`src/rtl/mastermind_game_core_if.sv`:
```
`default_nettype none
// ============================================================================
// mastermind_game_core_if : peg-entry and scoring-result bundle for the game core
// Rev 1.0
// ============================================================================
interface mastermind_game_core_if #(
  parameter int PEGS        = 4,
  parameter int COLOR_W     = 3,
  parameter int MAX_GUESSES = 8
);
  localparam int CNT_W = $clog2(PEGS + 1);
  localparam int GC_W  = $clog2(MAX_GUESSES + 1);

  logic                      load;
  logic [COLOR_W-1:0]        data_in;
  logic                      new_game;
  logic [PEGS*COLOR_W-1:0]   code;
  logic [PEGS*COLOR_W-1:0]   guess;
  logic [CNT_W-1:0]          red;
  logic [CNT_W-1:0]          white;
  logic [GC_W-1:0]           guess_count;
  logic                      result_valid;
  logic                      win;
  logic                      lose;
  logic                      busy;

  modport master (
    output load, data_in, new_game,
    input  code, guess, red, white, guess_count, result_valid, win, lose, busy
  );

  modport slave (
    input  load, data_in, new_game,
    output code, guess, red, white, guess_count, result_valid, win, lose, busy
  );
endinterface
`default_nettype wire

```
`src/rtl/mastermind_game_core.sv`:
```
`default_nettype none
// ============================================================================
// mastermind_game_core : parametrised Mastermind engine, peg entry + red/white scoring
// Rev 1.0
// ============================================================================
module mastermind_game_core #(
  parameter int PEGS        = 4,
  parameter int COLOR_W     = 3,
  parameter int MAX_GUESSES = 8
) (
  input  wire logic             clk,
  input  wire logic             reset,
  mastermind_game_core_if.slave bus
);
  localparam int CNT_W = $clog2(PEGS + 1);
  localparam int GC_W  = $clog2(MAX_GUESSES + 1);
  localparam int IDX_W = $clog2(PEGS);

  localparam logic [IDX_W-1:0] C_LAST_IDX   = IDX_W'(PEGS - 1);
  localparam logic [CNT_W-1:0] C_PEGS       = CNT_W'(PEGS);
  localparam logic [GC_W-1:0]  C_MAX_GUESS  = GC_W'(MAX_GUESSES);
  localparam logic [GC_W-1:0]  C_LAST_GUESS = GC_W'(MAX_GUESSES - 1);

  typedef enum logic [2:0] {
    LOAD_CODE   = 3'd0,
    LOAD_GUESS  = 3'd1,
    SCORE_RED   = 3'd2,
    SCORE_WHITE = 3'd3,
    DONE        = 3'd4
  } state_t;

  state_t             r_state;
  logic [IDX_W-1:0]   r_idx;
  logic [COLOR_W-1:0] r_code  [PEGS];
  logic [COLOR_W-1:0] r_guess [PEGS];
  logic [PEGS-1:0]    r_code_used;
  logic [PEGS-1:0]    r_guess_used;
  logic [CNT_W-1:0]   r_red_acc;
  logic [CNT_W-1:0]   r_white_acc;
  logic [CNT_W-1:0]   r_red;
  logic [CNT_W-1:0]   r_white;
  logic [GC_W-1:0]    r_gc;
  logic               r_win;
  logic               r_lose;
  logic               r_valid;
  logic               r_busy;
  logic               r_load_prev;

  logic               w_load_edge;
  logic               w_red_hit;
  logic               w_white_hit;
  logic [IDX_W-1:0]   w_white_idx;
  logic [CNT_W-1:0]   w_white_next;
  logic               w_win;
  logic               w_lose;

  assign w_load_edge  = bus.load & ~r_load_prev;
  assign w_red_hit    = (r_code[r_idx] == r_guess[r_idx]);
  assign w_white_next = r_white_acc + CNT_W'(w_white_hit);
  assign w_win        = (r_red_acc == C_PEGS);
  assign w_lose       = !w_win && (r_gc == C_LAST_GUESS);

  // Descending scan so the lowest unused matching code peg wins.
  always_comb begin
    w_white_hit = 1'b0;
    w_white_idx = '0;
    for (int c = PEGS - 1; c >= 0; c--) begin
      if (!r_guess_used[r_idx] && !r_code_used[c] && (r_code[c] == r_guess[r_idx])) begin
        w_white_hit = 1'b1;
        w_white_idx = IDX_W'(c);
      end
    end
  end

  always_ff @(posedge clk) begin
    if (reset || bus.new_game) begin
      r_state      <= LOAD_CODE;
      r_idx        <= '0;
      r_code       <= '{default: '0};
      r_guess      <= '{default: '0};
      r_code_used  <= '0;
      r_guess_used <= '0;
      r_red_acc    <= '0;
      r_white_acc  <= '0;
      r_red        <= '0;
      r_white      <= '0;
      r_gc         <= '0;
      r_win        <= 1'b0;
      r_lose       <= 1'b0;
      r_valid      <= 1'b0;
      r_busy       <= 1'b0;
      r_load_prev  <= 1'b0;
    end else begin
      // Edge history tracks the key in every state so a held key never retriggers.
      r_load_prev <= bus.load;
      r_valid     <= 1'b0;
      case (r_state)
        LOAD_CODE: begin
          if (w_load_edge) begin
            r_code[r_idx] <= bus.data_in;
            if (r_idx == C_LAST_IDX) begin
              r_idx   <= '0;
              r_state <= LOAD_GUESS;
            end else begin
              r_idx <= r_idx + IDX_W'(1);
            end
          end
        end
        LOAD_GUESS: begin
          if (w_load_edge) begin
            r_guess[r_idx] <= bus.data_in;
            if (r_idx == C_LAST_IDX) begin
              r_idx        <= '0;
              r_state      <= SCORE_RED;
              r_busy       <= 1'b1;
              r_red_acc    <= '0;
              r_white_acc  <= '0;
              r_code_used  <= '0;
              r_guess_used <= '0;
            end else begin
              r_idx <= r_idx + IDX_W'(1);
            end
          end
        end
        SCORE_RED: begin
          if (w_red_hit) begin
            r_red_acc           <= r_red_acc + CNT_W'(1);
            r_code_used[r_idx]  <= 1'b1;
            r_guess_used[r_idx] <= 1'b1;
          end
          if (r_idx == C_LAST_IDX) begin
            r_idx   <= '0;
            r_state <= SCORE_WHITE;
          end else begin
            r_idx <= r_idx + IDX_W'(1);
          end
        end
        SCORE_WHITE: begin
          if (w_white_hit) begin
            r_white_acc              <= w_white_next;
            r_code_used[w_white_idx] <= 1'b1;
          end
          if (r_idx == C_LAST_IDX) begin
            r_idx   <= '0;
            r_busy  <= 1'b0;
            r_valid <= 1'b1;
            r_red   <= r_red_acc;
            r_white <= w_white_next;
            r_win   <= w_win;
            r_lose  <= w_lose;
            if (r_gc != C_MAX_GUESS) begin
              r_gc <= r_gc + GC_W'(1);
            end
            r_state <= (w_win || w_lose) ? DONE : LOAD_GUESS;
          end else begin
            r_idx <= r_idx + IDX_W'(1);
          end
        end
        DONE: begin
        end
        default: r_state <= LOAD_CODE;
      endcase
    end
  end

  for (genvar i = 0; i < PEGS; i++) begin : g_pack
    assign bus.code[i*COLOR_W +: COLOR_W]  = r_code[i];
    assign bus.guess[i*COLOR_W +: COLOR_W] = r_guess[i];
  end

  assign bus.red          = r_red;
  assign bus.white        = r_white;
  assign bus.guess_count  = r_gc;
  assign bus.result_valid = r_valid;
  assign bus.win          = r_win;
  assign bus.lose         = r_lose;
  assign bus.busy         = r_busy;
endmodule
`default_nettype wire

```
`src/flat_wrapper.sv`:
```
// flat-port wrapper written by rule: the top's interface ports become plain ports
module mastermind_game_core_flat 
#(
  parameter int PEGS        = 4,
  parameter int COLOR_W     = 3,
  parameter int MAX_GUESSES = 8
)
  (clk, reset, bus_load, bus_data_in, bus_new_game, bus_code, bus_guess, bus_red, bus_white, bus_guess_count, bus_result_valid, bus_win, bus_lose, bus_busy);
  mastermind_game_core_if #(.PEGS(PEGS), .COLOR_W(COLOR_W), .MAX_GUESSES(MAX_GUESSES)) bus_i ();
  input  wire logic clk;
  input  wire logic reset;
  input wire logic [$bits(bus_i.load)-1:0] bus_load;
  input wire logic [$bits(bus_i.data_in)-1:0] bus_data_in;
  input wire logic [$bits(bus_i.new_game)-1:0] bus_new_game;
  output wire logic [$bits(bus_i.code)-1:0] bus_code;
  output wire logic [$bits(bus_i.guess)-1:0] bus_guess;
  output wire logic [$bits(bus_i.red)-1:0] bus_red;
  output wire logic [$bits(bus_i.white)-1:0] bus_white;
  output wire logic [$bits(bus_i.guess_count)-1:0] bus_guess_count;
  output wire logic [$bits(bus_i.result_valid)-1:0] bus_result_valid;
  output wire logic [$bits(bus_i.win)-1:0] bus_win;
  output wire logic [$bits(bus_i.lose)-1:0] bus_lose;
  output wire logic [$bits(bus_i.busy)-1:0] bus_busy;
  assign bus_i.load = bus_load;
  assign bus_i.data_in = bus_data_in;
  assign bus_i.new_game = bus_new_game;
  assign bus_code = bus_i.code;
  assign bus_guess = bus_i.guess;
  assign bus_red = bus_i.red;
  assign bus_white = bus_i.white;
  assign bus_guess_count = bus_i.guess_count;
  assign bus_result_valid = bus_i.result_valid;
  assign bus_win = bus_i.win;
  assign bus_lose = bus_i.lose;
  assign bus_busy = bus_i.busy;
  mastermind_game_core #(.PEGS(PEGS), .COLOR_W(COLOR_W), .MAX_GUESSES(MAX_GUESSES)) u_core (.clk(clk), .reset(reset), .bus(bus_i));
endmodule
```
`config.mk`:
```
export PLATFORM = sky130hd
export DESIGN_NAME = mastermind_game_core_flat
export DESIGN_NICKNAME = d
export VERILOG_FILES = /design/src/rtl/mastermind_game_core_if.sv /design/src/rtl/mastermind_game_core.sv /design/src/flat_wrapper.sv
export SDC_FILE = /design/constraint.sdc
export NUM_CORES = 1
export LEC_CHECK = 0
export ABC_AREA = 1
export CORE_MARGIN = 5
export CORE_UTILIZATION = 45
export CTS_CLUSTER_SIZE = 14
export DETAILED_ROUTE_END_ITERATION = 10
export PLACE_DENSITY_LB_ADDON = 0.05
export SETUP_SLACK_MARGIN = 0.5
export SLEW_MARGIN = 10
export SYNTH_ARGS = -nofsm -noshare
export SYNTH_HDL_FRONTEND = slang
export SYNTH_SLANG_ARGS = --single-unit
```
`constraint.sdc`:
```
create_clock -name clk -period 2 [get_ports clk]
set_input_delay 0.6 -clock clk [delete_from_list [all_inputs] [get_ports clk]]
set_output_delay 0.6 -clock clk [all_outputs]
set_load 0.02 [all_outputs]
```
* Yosys cells after proc, flatten, opt, wreduce, memory -nomap -nowiden
Cells that the tools add are included.
** Operators by class
- Equality and inequality tests :: 22
- $lt $le $gt $ge :: 6
- $add $sub $neg :: 4
- Bitwise gates (word level) :: 8
- Reductions and logical operators :: 38
- Muxes and demuxes :: 53
** Operator list (number)
- $mux 3 :: 16
- $bwmux 12 :: 2
- $mux 4 :: 5
- $ne 2x1->1 const B :: 9
- $eq 3x3->1 :: 5
- $pmux 3 s5 :: 1
- $bmux 3 s2 :: 2
- $logic_and 1x1->1 :: 12
- $mux 2 :: 6
- $or 4x4->4 :: 3
- $pmux 3 s2 :: 2
- $pmux 4 s3 :: 1
- $reduce_and 4->1 :: 3
- $mux 1 :: 11
- $pmux 4 s2 :: 1
- $reduce_and 2->1 :: 4
- $reduce_and 7->1 :: 1
- $demux 3 s2 :: 1
- $eq 3x2->1 const B :: 2
- $eq 3x3->1 const B :: 2
- $logic_not 1->1 :: 6
- $lt 2x3->1 const B :: 2
- $reduce_bool 2->1 :: 3
- $reduce_or 2->1 :: 3
- other kinds (23) :: 28
** Storage, ports and cells
- Output and inout port bits :: 38
- Bits of input ports :: 7
- Logic and storage cells :: 153
- Register bits :: 58

* Logic depth before layout (Yosys ltp)
Gate-level depths: netlist of the first run.
- Depth in word-level cells :: 17
- Mapped depth :: 17
- Mapped depth without buffers :: 16

* Worst setup path after synthesis of the first run
No wires, ideal clock.
- Path type :: register -> register
- Start :: register u_core.r_idx[0]
- End :: register u_core.r_white_acc[2]
- Arrival :: 2124 ps
- Data required time :: 1930 ps
- Slack :: -195 ps
- Cell stages (with the launch flop) :: 17
- Library setup time :: 70 ps
- Period minus slack after synthesis :: 2195 ps
- Buffers on the path :: 2
- Cell sequence :: dfxtp_1 buf_6 inv_4 buf_8 nand2_2 nand3_4 nand2_4 nand2_1 nand3_2 nor2_4 nor2_1 nand2_1 ha_1 ha_1 xor2_1 nand4_1 a21oi_1
** Between the ends
- Longest elaborated chain between the ends :: 13
- Elaborated cells on any way between the ends :: 30
- Those cells by class :: 1 x add/sub; 7 x eq/ne; 11 x mux; 1 x bitwise; 10 x reduce/logical
** RTL lines
- start, declared :: line mastermind_game_core.sv:33 : logic [IDX_W-1:0] r_idx;
- start signal, assigned :: line mastermind_game_core.sv:105 : r_idx <= r_idx + IDX_W'(1);
- start signal, assigned :: line mastermind_game_core.sv:121 : r_idx <= r_idx + IDX_W'(1);
- start signal, assigned :: line mastermind_game_core.sv:135 : r_idx <= r_idx + IDX_W'(1);
- $not 2->3 (not written as such) :: line mastermind_game_core.sv:68 : if (!r_guess_used[r_idx] && !r_code_used[c] && (r_code[c] == r_guess[r_idx])) begin
- $bmux 3 s2 :: line mastermind_game_core.sv:68
- $mux 3 (not written as such) (2 in a row) :: line mastermind_game_core.sv:68
- $eq 3x3->1 :: line mastermind_game_core.sv:68
- $logic_and 1x1->1 :: line mastermind_game_core.sv:68
- $mux 1 (4 in a row) :: line mastermind_game_core.sv:68
- $add 3x1->3 :: line mastermind_game_core.sv:59 : assign w_white_next = r_white_acc + CNT_W'(w_white_hit);
- $mux 3 :: line mastermind_game_core.sv:139 : if (w_white_hit) begin
- $pmux 3 s2 :: line mastermind_game_core.sv:97 : case (r_state)
- end signal, assigned :: line mastermind_game_core.sv:140 : r_white_acc <= w_white_next;
- end, declared :: line mastermind_game_core.sv:39 : logic [CNT_W-1:0] r_white_acc;
Parallel ways exist; a longest one is shown, timed or not. The select of a mux whose other input is x is not followed.
A chain may end at the register's enable or synchronous reset.

* Worst setup path in the final report of the first run
Same ends and word-level chain as after synthesis.

==> impl_results.md, run 1 <==
* Status: complete, but fails checks
* Violated checks: negative setup slack
* Drt drc at 0
* Chip width at 94.3 µm
* Sink Count at 58
* Worst Hold Endpoint: u_core.bus.white[1]
* Worst Hold Class: register to register
* DR vias/cell at 5.45
* Die Span Y at 94.3 µm
* Slowest cell on crit path: dfxtp_4
* GRT overflow at 0
* Yosys reg bits at 58
* Initial antenna violation count at 0
* Max-Cap Viols at 0
* Core Area at 6870 µm²
* Total Routing Usage GR at 0.229
* Finished Core Util at 0.767
* Mapped Area at 3190 µm²
* Ys Warns at 0
* Post-route clock period utilization at 1.09
* Final setup viols at 8
* Drt first-iter violations at 224
* Skew-Pair Late Insertion Delay at 340 ps
* Commonest non-fill, non-tap cells in the layout: buf_4 (69), nand2_1 (62), a21oi_1 (36)
* Layout Nets at 581
* Cell count of the worst hold path at 2
* Syn nets at 464
* Peak Freq at 460 MHz
* Port bufs at 44
* Crit path cell chain: inv_8, buf_6, nand2_4, nand3_4, nand2_8, nand2_4, nand3_2, nor2_2, nor2_2, nand2_2, ha_4, ha_4, xor2_2, nand4_1, a21oi_1
* Worst clock skew at 12.7 ps
* First-pass GRT wire length at 16000 µm
* PD cells at 575 nW/µm²
* WHS at 467 ps
* Required @ worst endpoint at 2270 ps
* Worst Reg2Reg Path Length in Cells at 15
* Synthesized instance count at 447
* Clock Pin Slew Worst Setup and Hold Paths at 70 ps
* Crit path arrival time at 2450 ps
* Pre-antenna DRT Iters at 5
* TritonCTS clock tree: done
* Startpoint Class: register
* Design Power at 3.03 mW
* Clock buffer count from CTS at 9
* Share of layout cells above drive strength 1 at 0.555
* Reg-to-reg startpoint: u_core.r_idx[0]
* Most common cell after layout, fill and taps aside: buf_4
* Antenna Cells at 0
* HPWL Detailed at 6950 µm
* Ports at 45
* RSZ-0062 raised after global routing: yes
* Vias in the first global route at 3258
* CP endpoint kind: register
* Minimum clock period at 2180 ps
* Tightest Pin Transition at 555 ps
* Post-Syn Area per Cell at 7.15 µm²
* Final Hold Viols at 0
* # H-tree levels at 3
* Slowest stage delay, CP at 420 ps
* Clock root buffer: clkbuf_8
* Design area at 5270 µm²
* Count of cell types in the netlist at 37
* DRT antenna net count at 0
* Total negative slack at -692 ps
* Largest net degree at the start of global routing at 16
* Critical path class: register to register
* Hold Crit Start: u_core.bus.white[1]
* VDD IR-drop max at 0.431 mV
* Worst reg2reg endpoint: u_core.r_white_acc[2]
* Cell leakage power at 2.13 nW
* FP Rows at 30
* Final WS setup at -176 ps
* Wire length per cell at 17.3 µm
* Area Growth Syn to Fin at 64.9%
* R2r setup slk at -180 ps
* Via count at 3624
* Share of the yosys chip area belonging to registers at 0.363
* Slew HR at 0.629
* Die area at 8880 µm²
* Final wirelength at 11500 µm
* CTS max path bufs at 2
* Max Transition Viols Final at 0
* Crit Path Max Fanout at 7
* Placed Area at 4180 µm²
* Placer congestion estimate at 0.915
* Initial Utilization at 0.465
[where the power goes]
group          internal [mW]  total [mW]  switching, mW
sequential              1.16        1.17         0.0156
combinational          0.180       0.448          0.268
clock                  0.897        1.41          0.514
[repair_timing]
action / in CTS / in global routing
endpoints found under the hold margin: 0 / 0
hold buffers: 0 / 0
pin swaps: 19 / 42
cloned: 0 / 1
gates resized for setup: 262 / 144
setup buffers: 10 / 16
endpoints found under the setup margin: 94 / 75
[critical path, delay by kind of cell, from the launching register on]
| kind | cells | cell delay (ps) |
|---|---|---|
| buffers and inverters | 2 | 190 |
| AO/OA/AOI/OAI | 1 | 130 |
| AND/OR/NAND/NOR | 9 | 850 |
| adder cells (fa/ha/maj) | 2 | 320 |
| XOR/XNOR | 1 | 180 |
| flip-flops | 1 | 420 |
[flip-flops by register name, summed over array words and instances, names as in the netlist]
signal / flops
u_core.r_load_prev: 1
u_core.r_guess_used: 4
u_core.bus.lose: 1
u_core.bus.code: 12
u_core.bus.win: 1
u_core.bus.busy: 1
u_core.r_red_acc: 3
u_core.r_state: 3
u_core.bus.result_valid: 1
u_core.bus.red: 3
u_core.bus.guess: 12
u_core.r_idx: 2
u_core.bus.white: 3
u_core.r_code_used: 4
u_core.r_white_acc: 3
u_core.bus.guess_count: 4
[area by class of cell]
| type | count | area (µm²) |
|---|---|---|
| inverters | 45 | 191 |
| multi-input cells | 333 | 2450 |
| clock buffers | 12 | 155 |
| clock inverters | 4 | 97.6 |
| well taps | 96 | 120 |
| flip-flops and latches | 58 | 1220 |
| repair buffers | 117 | 1030 |
| fillers | 492 | 1600 |
[cells by family after synthesis]
group / after synthesis / share of synthesized area
DFF: 58 / 0.363
adders and majority gates: 10 / 0.0392
buffers and inverters: 56 / 0.0783
xor gates and xnor gates: 2 / 0.00548
AOI/OAI and AO/OA: 100 / 0.166
and+or+nand+nor: 221 / 0.347
[cell usage after synthesis (all sizes together)]
library cell / instances / area, µm²
clkbuf: 5 / 18.8
buf: 6 / 55.1
o21bai: 1 / 7.51
dfxtp: 58 / 1160
o21ai: 30 / 150
xor2: 1 / 8.76
and3: 1 / 6.26
ha: 10 / 125
a21oi: 63 / 330
and2: 2 / 12.5
xnor2: 1 / 8.76
a211oi: 2 / 15.0
nor2: 40 / 173
nand4: 6 / 37.5
nand3: 51 / 353
nand2: 114 / 485
or2: 1 / 6.26
nor3: 4 / 20.0
a31oi: 1 / 6.26
o211ai: 1 / 7.51
nand3b: 2 / 15.0
a31o: 1 / 8.76
o22ai: 1 / 6.26
inv: 45 / 176
[metal layers]
layer	up-vias	GRT usage	routed length (µm)
met5	-	0	0
met3	22	0.0545	619
met1	1758	0.301	4880
li1	1721	-	-
met4	0	0.0890	248
met2	123	0.361	5720
[worst max path at each step]
stage                         start               endpoint  slack, ps  cells past startpoint
floorplan           u_core.r_idx[0]  u_core.r_white_acc[2]        -80                     16
global route        u_core.r_idx[0]  u_core.r_white_acc[2]       -280                     15
global placement    u_core.r_idx[0]  u_core.r_white_acc[2]       -190                     14
finish              u_core.r_idx[0]  u_core.r_white_acc[2]       -180                     15
CTS                 u_core.r_idx[0]  u_core.r_white_acc[2]       -120                     15
detailed placement  u_core.r_idx[0]  u_core.r_white_acc[2]       -270                     14
[stage by stage]
stage / instances / setup WS [ps]
after CTS: 648 / -121
after detailed placement: 622 / -269
after global placement: 622 / -192
after floorplan: 447 / -77.3
after global routing: 665 / -278
final: 665 / -176
Power figures use the tool's default switching activity.
==> run 2, diff against run 1 <==
==> constraint.sdc (replaced) <==
create_clock -name clk -period 1.9 [get_ports clk]
set_input_delay 0.57 -clock clk [delete_from_list [all_inputs] [get_ports clk]]
set_output_delay 0.57 -clock clk [all_outputs]
set_load 0.02 [all_outputs]
==> run 2 against run 1 <==
The run still ends with negative setup slack left. Sequential share of layout area decreased by 1.1 points. Via count grew 3.7%. Core utilization increased by 5.5 points. Register-to-register slack got worse by 90 ps. Non-clock buffer count rose by 21. Total power rose by 0.16%. Die area unchanged. Clock power fell by 8%. Sequential power grew 4%. Critical path depth unchanged. Largest power group unchanged.
==> impl_results.md, run 2 (synthesis gave the netlist of run 1 again) <==
* Final wirelength at 12100 µm
* Via count at 3759
* Share of layout cells above drive strength 1 at 0.592
* Port bufs at 44
* Post-route clock period utilization at 1.14
* Max Transition Viols Final at 0
* Area Growth Syn to Fin at 76.7%
* Sink Count at 58
* Status: complete, but fails checks
* Tightest Pin Transition at 656 ps
* Minimum clock period at 2170 ps
* Crit path arrival time at 2450 ps
* # H-tree levels at 3
* PD cells at 538 nW/µm²
* Die Span Y at 94.3 µm
* Hold_buf cts at 0
* Final WS setup at -266 ps
* Placer congestion estimate at 0.994
* GRT overflow at 0
* Max-Cap Viols at 0
* HPWL Detailed at 6940 µm
* Commonest non-fill, non-tap cells in the layout: nand2_1 (71), buf_6 (71), buf_4 (54)
* Crit Path Max Fanout at 5
* Wire length per cell at 17.7 µm
* R2r setup slk at -270 ps
* Worst reg2reg endpoint: u_core.r_white_acc[2]
* FILL cells at 390
* Chip width at 94.3 µm
* Violated checks: negative setup slack
* Core Area at 6870 µm²
* Storage cell area at 1250 µm²
* Cell count of the worst hold path at 3
* Design Power at 3.04 mW
* Total negative slack at -2130 ps
* Die area at 8880 µm²
* Largest net degree at the start of global routing at 28
* RSZ-0062 raised after global routing: yes
* Worst clock skew at 11.5 ps
* Initial Utilization at 0.465
* Final Hold Viols at 0
* Worst Hold Endpoint: u_core.r_load_prev
* DR vias/cell at 5.48
* Drt first-iter violations at 365
* Initial antenna violation count at 0
* Drt drc at 0
* Ports at 45
* TritonCTS clock tree: done
* Startpoint Class: register
* Vias in the first global route at 3436
* Skew-Pair Late Insertion Delay at 350 ps
* Slew HR at 0.562
* CTS max path bufs at 2
* Clock root buffer: clkbuf_8
* Hold Crit Start: bus_load
* FP Rows at 30
* Multi-input logic area at 2430 µm²
* Peak Freq at 462 MHz
* Cell leakage power at 2.34 nW
* First-pass GRT wire length at 16400 µm
* Worst Hold Class: primary input to register
* Worst Reg2Reg Path Length in Cells at 15
* Final setup viols at 16
* Total Routing Usage GR at 0.238
* Layout Nets at 602
* CP endpoint kind: register
* Reg-to-reg startpoint: u_core.r_idx[0]
* Clock Pin Slew Worst Setup and Hold Paths at 70 ps
* DRT antenna net count at 0
* Antenna Cells at 0
* Pre-antenna DRT Iters at 5
* Required @ worst endpoint at 2190 ps
* VDD IR-drop max at 0.437 mV
* Clock buffer count from CTS at 9
* Critical path class: register to register
run 2: cell count changes in the layout (fill, tap and decap cells not counted), sizes merged:
cell,previous run,this run
bufinv,3,2
clkbuf,14,11
clkinv,0,2
dlymetal6s2s,0,1
buf,110,133
clkdlybuf4s50,5,4
run 2: area by class of cell:
type | instances | share of cell area
multi-input combinational | 333 | 0.431
timing repair buffer | 138 | 0.252
sequential | 58 | 0.221
inverter | 45 | 0.0352
clock buffer | 11 | 0.0250
tap | 96 | 0.0213
clock inverter | 5 | 0.0137
run 2: worst max path at each step:
stage,slack (ps),endpoint,startpoint,depth (start not counted)
final,-270,u_core.r_white_acc[2],u_core.r_idx[0],15
after global routing,-410,u_core.r_white_acc[2],u_core.r_idx[0],15
after CTS,-160,u_core.r_white_acc[2],u_core.r_idx[0],15
after detailed placement,-300,u_core.r_white_acc[2],u_core.r_idx[1],15
after global placement,-270,u_core.bus.code[8],bus_load,8
after floorplan,-180,u_core.r_white_acc[2],u_core.r_idx[0],16
run 2: power breakdown:
group | internal, mW | switching [mW] | leakage (nW)
combinational | 0.217 | 0.292 | 1.74
sequential | 1.21 | 0.0147 | 0.494
clock | 0.770 | 0.532 | 0.109
total | 2.20 | 0.839 | 2.34
run 2: what timing repair did:
item                                   4_1_cts  5_1_grt
endpoints found under the hold margin        0        0
cloned                                       1        1
gates resized for setup                    348      113
buffers inserted                            17       26
setup endpoints to repair                   94       87
pin swaps                                   30       31
run 2: layer usage:
layer / vias up / global-route usage / share of wire
met5: - / 0 / 0
met2: 165 / 0.382 / 0.49
met1: 1772 / 0.313 / 0.41
li1: 1770 / - / -
met3: 52 / 0.0481 / 0.061
met4: 0 / 0.0939 / 0.038
run 2: critical path, stage by stage, from the launching register on:
cell and delay, ps:
dfxtp_4 410, buf_6 140, nand2_2 70, nand3_4 100, nand2_4 80, nand2_1 80
nand2_1 90, nand3_1 90, nor2_1 60, nor2_2 160, nand2_2 100, ha_4 170
ha_4 150, xor2_2 170, nand4_1 120, a21oi_2 120
run 2: per-stage QoR:
step | area, µm² | utilization | instances | setup WS, ps | hold slack, ps
floorplan | 3370 | - | 447 | -177 | 441
CTS | 5030 | 0.732 | 659 | -163 | 477
global placement | 4250 | 0.619 | 625 | -272 | 453
finish | 5650 | 0.822 | 686 | -266 | 455
detailed placement | 4250 | 0.619 | 625 | -297 | 456
global route | 5650 | 0.822 | 686 | -408 | 452
